### config.mk
export PLATFORM = sky130hd
export DESIGN_NAME = writeback_stream
export DESIGN_NICKNAME = d
export VERILOG_FILES = /design/src/rtl/writeback_stream.sv
export SDC_FILE = /design/constraint.sdc
export NUM_CORES = 1
export LEC_CHECK = 0
export CAP_MARGIN = 10
export CORE_MARGIN = 2
export CORE_UTILIZATION = 52
export DETAILED_ROUTE_END_ITERATION = 6
export HOLD_SLACK_MARGIN = 0.05
export PLACE_DENSITY = 0.76
export SKIP_CTS_REPAIR_TIMING = 1
export SYNTH_ARGS = -nofsm -noshare
export SYNTH_HDL_FRONTEND = slang
export SYNTH_SLANG_ARGS = --single-unit
### constraint.sdc
create_clock -name clk -period 3.8 [get_ports clk]
set_input_delay 0.38 -clock clk [delete_from_list [all_inputs] [get_ports clk]]
set_output_delay 0.38 -clock clk [all_outputs]
set_load 0.05 [all_outputs]
### src/rtl/writeback_stream.sv
// Writeback stage: buffers result words in a small FIFO and streams them to output
// memory at base + i*stride, with job start/length control and memory back-pressure.
module writeback_stream #(
    parameter int DATA_W = 18,
    parameter int ADDR_W = 16,
    parameter int DEPTH  = 8
) (
    input  logic              clk,
    input  logic              rst,
    input  logic              start,
    input  logic [ADDR_W-1:0] cfg_base,
    input  logic [ADDR_W-1:0] cfg_stride,
    input  logic [ADDR_W-1:0] cfg_count,
    input  logic [DATA_W-1:0] data,
    input  logic              en,
    output logic              in_ready,
    output logic [DATA_W-1:0] out_mem_data,
    output logic [ADDR_W-1:0] out_mem_addr,
    output logic              out_mem_en,
    input  logic              out_mem_ready,
    output logic              busy,
    output logic              done,
    output logic              overflow
);

    localparam int PTR_W = $clog2(DEPTH);

    typedef enum logic [1:0] {IDLE, RUN, DONE} state_t;

    state_t state, state_next;

    logic [DATA_W-1:0] fifo_mem [DEPTH];
    logic [PTR_W:0]    wr_ptr, rd_ptr;
    logic [ADDR_W-1:0] next_addr, stride, count, accepted_in, written;

    logic fifo_empty, fifo_full, start_ok, push, load_slot, pop, bypass, fifo_wr, write_ack;

    // Pointers carry one extra wrap bit so full and empty can be told apart.
    assign fifo_empty = (wr_ptr == rd_ptr);
    assign fifo_full  = (wr_ptr[PTR_W] != rd_ptr[PTR_W]) &&
                        (wr_ptr[PTR_W-1:0] == rd_ptr[PTR_W-1:0]);

    assign start_ok  = (state == IDLE) && start;
    assign in_ready  = (state == RUN) && !fifo_full && (accepted_in < count);
    assign push      = en && in_ready;
    assign write_ack = out_mem_en && out_mem_ready;
    assign load_slot = (state == RUN) && (!out_mem_en || out_mem_ready);
    assign pop       = load_slot && !fifo_empty;
    // An incoming word skips the FIFO when it is empty and the output register is free.
    assign bypass    = load_slot && fifo_empty && push;
    assign fifo_wr   = push && !bypass;

    assign busy = (state == RUN) || (state == DONE);
    assign done = (state == DONE);

    always_comb begin
        state_next = state;
        case (state)
            IDLE: begin
                if (start) begin
                    state_next = (cfg_count == '0) ? DONE : RUN;
                end
            end
            RUN: begin
                if (write_ack && ((written + ADDR_W'(1)) == count)) begin
                    state_next = DONE;
                end
            end
            DONE:    state_next = IDLE;
            default: state_next = IDLE;
        endcase
    end

    always_ff @(posedge clk) begin
        if (rst) begin
            state <= IDLE;
        end else begin
            state <= state_next;
        end
    end

    always_ff @(posedge clk) begin
        if (fifo_wr) begin
            fifo_mem[wr_ptr[PTR_W-1:0]] <= data;
        end
    end

    always_ff @(posedge clk) begin
        if (rst) begin
            wr_ptr       <= '0;
            rd_ptr       <= '0;
            next_addr    <= '0;
            stride       <= '0;
            count        <= '0;
            accepted_in  <= '0;
            written      <= '0;
            overflow     <= 1'b0;
            out_mem_en   <= 1'b0;
            out_mem_data <= '0;
            out_mem_addr <= '0;
        end else if (start_ok) begin
            wr_ptr      <= '0;
            rd_ptr      <= '0;
            next_addr   <= cfg_base;
            stride      <= cfg_stride;
            count       <= cfg_count;
            accepted_in <= '0;
            written     <= '0;
            overflow    <= 1'b0;
            out_mem_en  <= 1'b0;
        end else begin
            if (en && !in_ready) begin
                overflow <= 1'b1;
            end
            if (push) begin
                accepted_in <= accepted_in + ADDR_W'(1);
            end
            if (fifo_wr) begin
                wr_ptr <= wr_ptr + 1'b1;
            end
            if (write_ack) begin
                written <= written + ADDR_W'(1);
            end
            // The output register reloads only once the current request has been taken.
            if (state != RUN) begin
                out_mem_en <= 1'b0;
            end else if (load_slot) begin
                if (pop || bypass) begin
                    out_mem_data <= pop ? fifo_mem[rd_ptr[PTR_W-1:0]] : data;
                    out_mem_addr <= next_addr;
                    next_addr    <= next_addr + stride;
                    out_mem_en   <= 1'b1;
                end else begin
                    out_mem_en <= 1'b0;
                end
                if (pop) begin
                    rd_ptr <= rd_ptr + 1'b1;
                end
            end
        end
    end

endmodule

==> results of run 1 <==
-- worst min-delay path: stages --
cell and delay [ps]:
clkdlybuf4s50_1 400, nand2_1 50, a21oi_1 50
-- how the worst max path moves through the flow --
stage / slack, ps / to / start / cells past startpoint
6_report: 300 / in_ready / count[13] / 8
5_1_grt: 120 / in_ready / count[13] / 8
4_1_cts: -7 / in_ready / count[13] / 8
3_5_place_dp: 590 / in_ready / count[13] / 8
3_3_place_gp: 690 / in_ready / count[13] / 8
2_1_floorplan: 100 / fifo_mem[4][0] / count[13] / 8
-- area by class of cell --
cell class | count | area (um^2) | area share [%]
clock buffer | 34 | 743 | 5.04
clock inverter | 18 | 185 | 1.26
inverter | 37 | 139 | 0.942
multi-input combinational | 739 | 5080 | 34.5
sequential | 273 | 6910 | 46.8
tap | 319 | 399 | 2.71
timing repair buffer | 136 | 1290 | 8.76
-- flip-flops by register name, summed over array words and instances (netlist names), named ones only --
| signal | count |
|---|---|
| accepted_in | 16 |
| count | 16 |
| fifo_mem | 144 |
| next_addr | 16 |
| out_mem_addr | 16 |
| out_mem_data | 18 |
| out_mem_en | 1 |
| overflow | 1 |
| rd_ptr | 4 |
| state | 2 |
| stride | 16 |
| wr_ptr | 4 |
| written | 16 |
-- cell families (layout without fill, tap and decap cells) --
kind of cell / after synthesis / in the layout / share of synthesized area, %
muxes: 57 / 57 / 8.28
DFF: 273 / 273 / 56.0
and+or+nand+nor: 382 / 382 / 13.9
adders and majority gates: 38 / 38 / 3.91
xor gates and xnor gates: 59 / 59 / 4.19
AOI/OAI and AO/OA: 203 / 203 / 10.6
buffers and inverters: 98 / 225 / 3.17
-- per-layer routing --
layer	up-vias	track usage, %	wire, um
li1	4239	-	-
met1	4266	30.1	12200
met2	253	37.7	13500
met3	59	3.45	1510
met4	0	7.12	791
met5	-	0	0
-- power breakdown --
group	leakage [nW]	switching, mW	total [mW]	internal, mW
logic	2.25	0.431	0.714	0.283
clock network	0.428	1.17	2.71	1.54
registers	2.34	0.0600	3.24	3.18
-- synthesized netlist by cell type (8+ instances only) --
cell type,n
a211oi_1,8
a21oi_1,99
a311oi_1,14
and3_1,8
buf_2,13
clkbuf_1,41
dfxtp_1,129
edfxtp_1,144
ha_1,37
inv_1,37
mux2i_1,21
mux4_2,36
nand2_1,197
nand3_1,25
nand4_1,12
nor2_1,81
nor3_1,20
o211ai_1,24
o21ai_0,13
xnor2_1,39
xor2_1,20
==> results.py, run 1 <==
metrics = {
    "critical_path": {
        "critPathLaunchType": "flip-flop",
        "critPathBufInv": 3,
        "cp-end-kind": "output port",
        "rr_startpoint": "count[13]",
        "regToRegSetupSlack_ps": 500,
        "crit_type": "reg -> out",
        "worstReg2RegEnd": "fifo_mem[2][9]",
        "slowest_delay_ps": 420,
        "critPathTopFamily": "compound AO/OA/AOI/OAI gates",
        "reg2regPathDepth": 11,
        "critical_path.max_fanout": 3,
        "crit_slowest_cell": "a2111oi_0",
        "crit_required_ps": 3420,
        "crit_arrival_ps": 3120,
        "crit_path_cell_trace": "inv_1, ha_1, a2111oi_0, o21ai_0, a211oi_1, o21ai_0, inv_1, dlymetal6s2s_1",
    },
    "grt": {
        "grt_pass1_wl_um": 44200,
        "grt_usage_pct": 22.4,
        "grt_pass1_vias": 8584,
        "grt_max_degree": 58,
        "grt_antenna_before_repair": 0,
        "grt_overflow": 0,
    },
    "yosys": {
        "ys_async_sr_fraction_pct": 0,
        "yosysWarnings": 0,
        "syn_area_um2": 12300,
        "ys_types": 65,
        "yosys-top-cells-area": "edfxtp_1, dfxtp_1, mux4_2",
        "synth_top_area_share_pct": 35.1,
        "ys_ff_latch": 273,
        "synth_flop_cell": "edfxtp_1",
        "syn-num-nets": 1219,
        "syn_avg_cell_area_um2": 11.1,
        "ys_seq_area_share_pct": 56.0,
        "yosys.area.top_type": "edfxtp_1",
        "synthCells": 1110,
        "synth-edff-count": 144,
    },
    "detailed_routing": {
        "drt-initial-drc-count": 578,
        "drt-total-wl_um": 27900,
        "ant_nets": 0,
        "wl_per_cell_um": 18.0,
        "via_count": 8817,
        "drc_errors": 0,
        "vias_per_cell": 5.67,
        "drt_first_pass_iters": 5,
    },
    "cells_and_area": {
        "area_growth_pct": 19.5,
        "layout_common_cells": "nand2_1, edfxtp_1, dfxtp_1",
        "final_common_cell": "nand2_1",
        "diodes": 0,
        "drive_gt1_share_pct": 10.8,
        "stdcell_count": 1556,
        "final_area_um2": 14700,
        "nNetsFinal": 1324,
        "finish.utilization_pct": 63.0,
        "fillers": 1871,
    },
    "place": {
        "pre_cts_slack_ps": 587,
        "io_buffers": 109,
        "hpwl_um": 18600,
        "place.gp.congestion": 0.873,
        "place_inst": 1504,
        "dpl_cell_area_um2": 13800,
    },
    "sta": {
        "relSlewSlack_pct": 47.6,
        "setup_ws_ps": 303,
        "maxClockFrequency_mhz": 286,
        "hold_violations": 0,
        "final-setup-viol-count": 0,
        "worstMarginPinSlew_ps": 786,
        "slew_viol_final": 0,
        "setup_tns_ps": 0,
        "fin_crit_sh_pct": 92.0,
        "whs_ps": 356,
        "rsz0062_at_grt": "no",
        "fin_crit_ps": 3500,
        "skew_ps": 42.8,
    },
    "flow_run": {
        "drv_cap": 0,
    },
    "worst_hold_path": {
        "whs_endpoint": "stride[4]",
        "hp-class": "in -> reg",
        "holdPathStages": 3,
        "hp-start": "cfg_stride[4]",
    },
    "cts": {
        "cts_tree": "done",
        "cts_inserted_buffers": 28,
        "clock_latency_ps": 570,
        "clkSlewWorstSetupHoldPaths_ps": 60,
        "clockBufferDepth": 3,
        "htreeDepth": 1,
        "cts_sinks": 273,
        "cts_root_buffer": "clkbuf_16",
    },
    "floorplanning": {
        "die_height_um": 158,
        "num_rows": 56,
        "die_area_um2": 25000,
        "core-area_um2": 23400,
        "pin_count": 110,
        "start_util_pct": 52.7,
        "die_w_um": 158,
    },
    "pwr": {
        "power_density_nw_per_um2": 452,
        "irDropWorstVdd_mv": 0.383,
        "p_leak_nw": 5.02,
        "power.total_mw": 6.67,
    },
    "run_status": {
        "run_status": "finished clean",
    },
}
No activity file was read; power rests on OpenSTA's default activity.
==> inputs of run 2 (changes only) <==
Settings changed: SKIP_CTS_REPAIR_TIMING 1 to default.
==> results.py, run 2 (synthesized netlist as in run 1, its figures left out) <==
metrics = {
    "run_status": {
        "run_status": "finished clean",
    },
    "cts": {
        "clockBufferDepth": 3,
        "htreeDepth": 1,
        "cts_root_buffer": "clkbuf_16",
        "clkSlewWorstSetupHoldPaths_ps": 60,
        "cts_inserted_buffers": 28,
        "clock_latency_ps": 570,
        "cts_tree": "done",
        "cts_sinks": 273,
    },
    "pwr": {
        "power_density_nw_per_um2": 452,
        "irDropWorstVdd_mv": 0.383,
        "power.total_mw": 6.67,
        "p_leak_nw": 5.01,
    },
    "cells_and_area": {
        "layout_common_cells": "nand2_1, edfxtp_1, dfxtp_1",
        "area_growth_pct": 19.5,
        "diodes": 0,
        "largest_register_ffs": 144,
        "nNetsFinal": 1324,
        "final_common_cell": "nand2_1",
        "fillers": 1872,
        "drive_gt1_share_pct": 10.8,
        "multi_input_area_um2": 5080,
        "seq_area_um2": 6910,
    },
    "sta": {
        "setup_tns_ps": 0,
        "maxClockFrequency_mhz": 277,
        "whs_ps": 356,
        "skew_ps": 42.8,
        "slew_viol_final": 0,
        "fin_crit_sh_pct": 94.9,
        "worstMarginPinSlew_ps": 786,
        "hold_violations": 0,
        "relSlewSlack_pct": 47.6,
        "final-setup-viol-count": 0,
        "fin_crit_ps": 3610,
        "rsz0062_at_grt": "no",
    },
    "critical_path": {
        "critPathBufInv": 3,
        "crit_slowest_cell": "dlygate4sd2_1",
        "cp-end-kind": "output port",
        "critPathLaunchType": "flip-flop",
        "slowest_delay_ps": 520,
        "crit_type": "reg -> out",
        "critical_path.max_fanout": 3,
        "crit_arrival_ps": 3230,
        "crit_path_cell_trace": "inv_1, ha_1, a2111oi_0, o21ai_0, a211oi_1, o21ai_0, inv_1, dlygate4sd2_1",
        "critPathTopFamily": "compound AO/OA/AOI/OAI gates",
        "crit_required_ps": 3420,
    },
    "detailed_routing": {
        "vias_per_cell": 5.67,
        "drt_first_pass_iters": 5,
        "drc_errors": 0,
        "wl_per_cell_um": 18.0,
        "via_count": 8817,
        "drt-initial-drc-count": 578,
        "ant_nets": 0,
        "drt-total-wl_um": 27900,
    },
    "flow_run": {
        "drv_cap": 0,
    },
    "place": {
        "hpwl_um": 18600,
        "io_buffers": 109,
        "place.gp.congestion": 0.873,
    },
    "floorplanning": {
        "die_area_um2": 25000,
        "start_util_pct": 52.7,
        "die_height_um": 158,
        "die_w_um": 158,
        "core-area_um2": 23400,
        "pin_count": 110,
        "num_rows": 56,
    },
    "grt": {
        "grt_usage_pct": 22.4,
        "grt_antenna_before_repair": 0,
        "grt_max_degree": 58,
        "grt_pass1_wl_um": 44200,
        "grt_pass1_vias": 8584,
        "grt_overflow": 0,
    },
    "worst_hold_path": {
        "hp-class": "in -> reg",
    },
}
[run 2: final timing paths]
kind / slack (ps) / depth (start not counted) / start / end
worst min register to register: 450 / 2 / out_mem_data[7] / out_mem_data[7]
worst max-delay path: 190 / 8 / count[13] / in_ready
worst min-delay path: 360 / 3 / cfg_stride[4] / stride[4]
worst max register to register: 500 / 11 / count[13] / fifo_mem[2][9]
[run 2: area by class of cell]
cell class / instances / area share (%)
clock inverter: 18 / 1.26
timing repair buffer: 136 / 8.73
inverter: 37 / 0.942
multi-input combinational: 739 / 34.5
sequential: 273 / 46.9
clock buffer: 34 / 5.04
tap: 319 / 2.71
[run 2: repair_timing]
action                                  CTS  global route
endpoints found under the setup margin    1             0
gates resized for setup                   1             0
buffers inserted                          0             0
hold buffers                              0             0
[run 2: stage by stage]
step / cell area [um^2] / utilization [%] / setup WS, ps / cells
4_1_cts: 14700 / 63.0 / 271 / 1556
6_report: 14700 / 63.0 / 195 / 1556
3_3_place_gp: 13800 / 59.0 / 686 / 1504
2_1_floorplan: 12300 / - / 97.4 / 1110
3_5_place_dp: 13800 / 59.0 / 587 / 1504
5_1_grt: 14700 / 63.0 / 13.9 / 1556
[run 2: metal layers]
metal | routed length, um | track usage, % | up-vias
met1 | 12200 | 30.1 | 4266
met5 | 0 | 0 | -
met4 | 791 | 7.12 | 0
li1 | - | - | 4239
met2 | 13500 | 37.7 | 253
met3 | 1510 | 3.45 | 59
[run 2: where the power goes]
group	total (mW)	internal, mW	switching (mW)
sequential	3.24	3.18	0.0600
clock	2.71	1.54	1.17
combinational	0.713	0.282	0.431
[run 2: worst reg2reg max path, cell delays in order, from the launching register on]
cell and delay (ps):
dfxtp_1 350, inv_1 100, ha_1 340, a2111oi_0 420, o21ai_0 250, a211oi_1 360, buf_4 190, o211ai_1 110
a21oi_1 210, nand2_1 160, nor3_2 150, buf_4 320
==> inputs of run 3 (changes only) <==
Settings changed: CORE_UTILIZATION 52 to 60, DONT_BUFFER_PORTS from default to 1.
Clock period 3.8 ns to 4 ns, I/O delays scaled along.
==> results.py, run 3 (synthesized netlist as in run 1, its figures left out) <==
metrics = {
    "sta": {
        "whs_ps": 84.5,
        "fin_crit_ps": 3630,
        "setup_ws_ps": 375,
        "rsz0062_at_grt": "no",
        "skew_ps": 21.7,
        "final-setup-viol-count": 0,
        "relSlewSlack_pct": 22.1,
        "slew_viol_final": 0,
        "worstMarginPinSlew_ps": 1170,
        "setup_tns_ps": 0,
        "hold_violations": 0,
        "fin_crit_sh_pct": 90.6,
        "maxClockFrequency_mhz": 276,
    },
    "cells_and_area": {
        "largest_register_ffs": 144,
        "drive_gt1_share_pct": 10.6,
        "finish.utilization_pct": 70.1,
        "area_growth_pct": 14.9,
        "nNetsFinal": 1272,
        "diodes": 0,
        "final_common_cell": "nand2_1",
        "fillers": 1402,
        "layout_common_cells": "nand2_1, edfxtp_1, dfxtp_1",
    },
    "detailed_routing": {
        "drt-total-wl_um": 28400,
        "wl_per_cell_um": 19.5,
        "vias_per_cell": 6.07,
        "drt-initial-drc-count": 557,
        "via_count": 8828,
        "drt_first_pass_iters": 5,
        "drc_errors": 0,
        "ant_nets": 0,
    },
    "floorplanning": {
        "die_height_um": 147,
        "num_rows": 52,
        "die_w_um": 147,
        "core-area_um2": 20200,
        "start_util_pct": 61.0,
        "pin_count": 110,
        "die_area_um2": 21700,
    },
    "pwr": {
        "combPwrFrac_pct": 9.7,
        "switching_share_pct": 24.4,
        "power.switching_mw": 1.52,
        "p_leak_nw": 4.86,
        "clkPwrFrac_pct": 40.6,
        "irDropWorstVdd_mv": 0.400,
        "p_seq_share_pct": 49.7,
        "p_int_mw": 4.72,
        "power.total_mw": 6.25,
        "power_density_nw_per_um2": 440,
    },
    "cts": {
        "cts_sinks": 273,
        "cts_inserted_buffers": 28,
        "htreeDepth": 1,
        "cts_root_buffer": "clkbuf_16",
        "clockBufferDepth": 3,
        "clock_latency_ps": 540,
        "cts_tree": "done",
        "clkSlewWorstSetupHoldPaths_ps": 60,
    },
    "critical_path": {
        "slowest_delay_ps": 510,
        "critPathBufInv": 2,
        "crit_arrival_ps": 3830,
        "critPathLaunchType": "flip-flop",
        "crit_path_cell_trace": "inv_1, ha_1, a2111oi_0, o21ai_0, a211oi_1, o211ai_1, a21oi_1, nand2_1, nor2_1, buf_4",
        "cp-end-kind": "flip-flop",
        "critPathTopFamily": "compound AO/OA/AOI/OAI gates",
        "crit_required_ps": 4210,
        "critical_path.max_fanout": 18,
        "crit_type": "reg -> reg",
        "cp.depth": 10,
        "crit_slowest_cell": "a211oi_1",
        "reg2regPathDepth": 10,
    },
    "grt": {
        "grt_overflow": 0,
        "grt_antenna_before_repair": 0,
        "grt_usage_pct": 26.1,
        "grt_pass1_vias": 8741,
        "grt_pass1_wl_um": 45300,
        "grt_max_degree": 86,
    },
    "place": {
        "hpwl_um": 17900,
        "io_buffers": 0,
        "pre_cts_slack_ps": 430,
        "place.gp.congestion": 0.876,
    },
    "worst_hold_path": {
        "holdPathStages": 2,
        "hp-class": "in -> reg",
    },
    "run_status": {
        "run_status": "finished clean",
    },
    "flow_run": {
        "drv_cap": 0,
    },
}
[run 3: cell count changes in the layout (fill, tap and decap cells not counted), moves of 2 or more]
cell / change
buf_4: -5
clkbuf_1: +2
clkdlybuf4s50_1: -107
clkinv_2: +2
clkinvlp_2: -3
clkinvlp_4: -4
dlygate4sd3_1: +60
[run 3: worst paths after layout]
| kind | start | to | slack [ps] |
|---|---|---|---|
| worst min-delay path | data[7] | out_mem_data[7] | 80 |
| worst max-delay path | count[13] | fifo_mem[3][13] | 370 |
| worst min register to register | count[12] | count[12] | 460 |
| worst max register to register | count[13] | fifo_mem[3][13] | 370 |
[run 3: worst register-to-register path: cells and delay by family (launching register included)]
| kind | cells | cell delay (ps) |
|---|---|---|
| buffers and inverters | 2 | 400 |
| adders and majority gates | 1 | 340 |
| and+or+nand+nor | 2 | 350 |
| DFF | 1 | 350 |
| AOI/OAI and AO/OA | 5 | 1870 |
[run 3: repair_timing]
action	CTS	global route
hold buffers	61	0
gates resized for setup	0	0
setup endpoints to repair	0	0
buffers inserted	0	0
hold endpoints to repair	231	0
[run 3: final cells by class]
cell class	instances	area, um^2	share of cell area [%]
sequential	273	6910	48.7
multi-input combinational	739	5080	35.8
timing repair buffer	84	813	5.73
clock buffer	37	764	5.39
tap	270	338	2.38
inverter	37	139	0.979
clock inverter	14	138	0.971
[run 3: power groups by stage]
stage	Combinational, mW	Clock [mW]	Sequential, mW
6_report	0.604	2.54	3.10
5_1_grt	0.669	2.67	3.11
4_1_cts	0.598	2.57	3.10
3_5_place_dp	0.511	0	3.16
3_3_place_gp	0.500	0	3.16
2_1_floorplan	0.421	0	3.14
[run 3: stage by stage]
stage / cells / instance area, um^2
5_1_grt: 1454 / 14200
4_1_cts: 1454 / 14200
3_3_place_gp: 1342 / 12700
2_1_floorplan: 1110 / 12300
6_report: 1454 / 14200
3_5_place_dp: 1342 / 12700
[run 3: per-layer routing]
layer / GRT usage (%) / vias up / wire length [um]
li1: - / 4165 / -
met1: 35.4 / 4291 / 12000
met2: 44.3 / 316 / 13900
met3: 4.17 / 56 / 1700
met4: 7.31 / 0 / 790
met5: 0 / - / 0
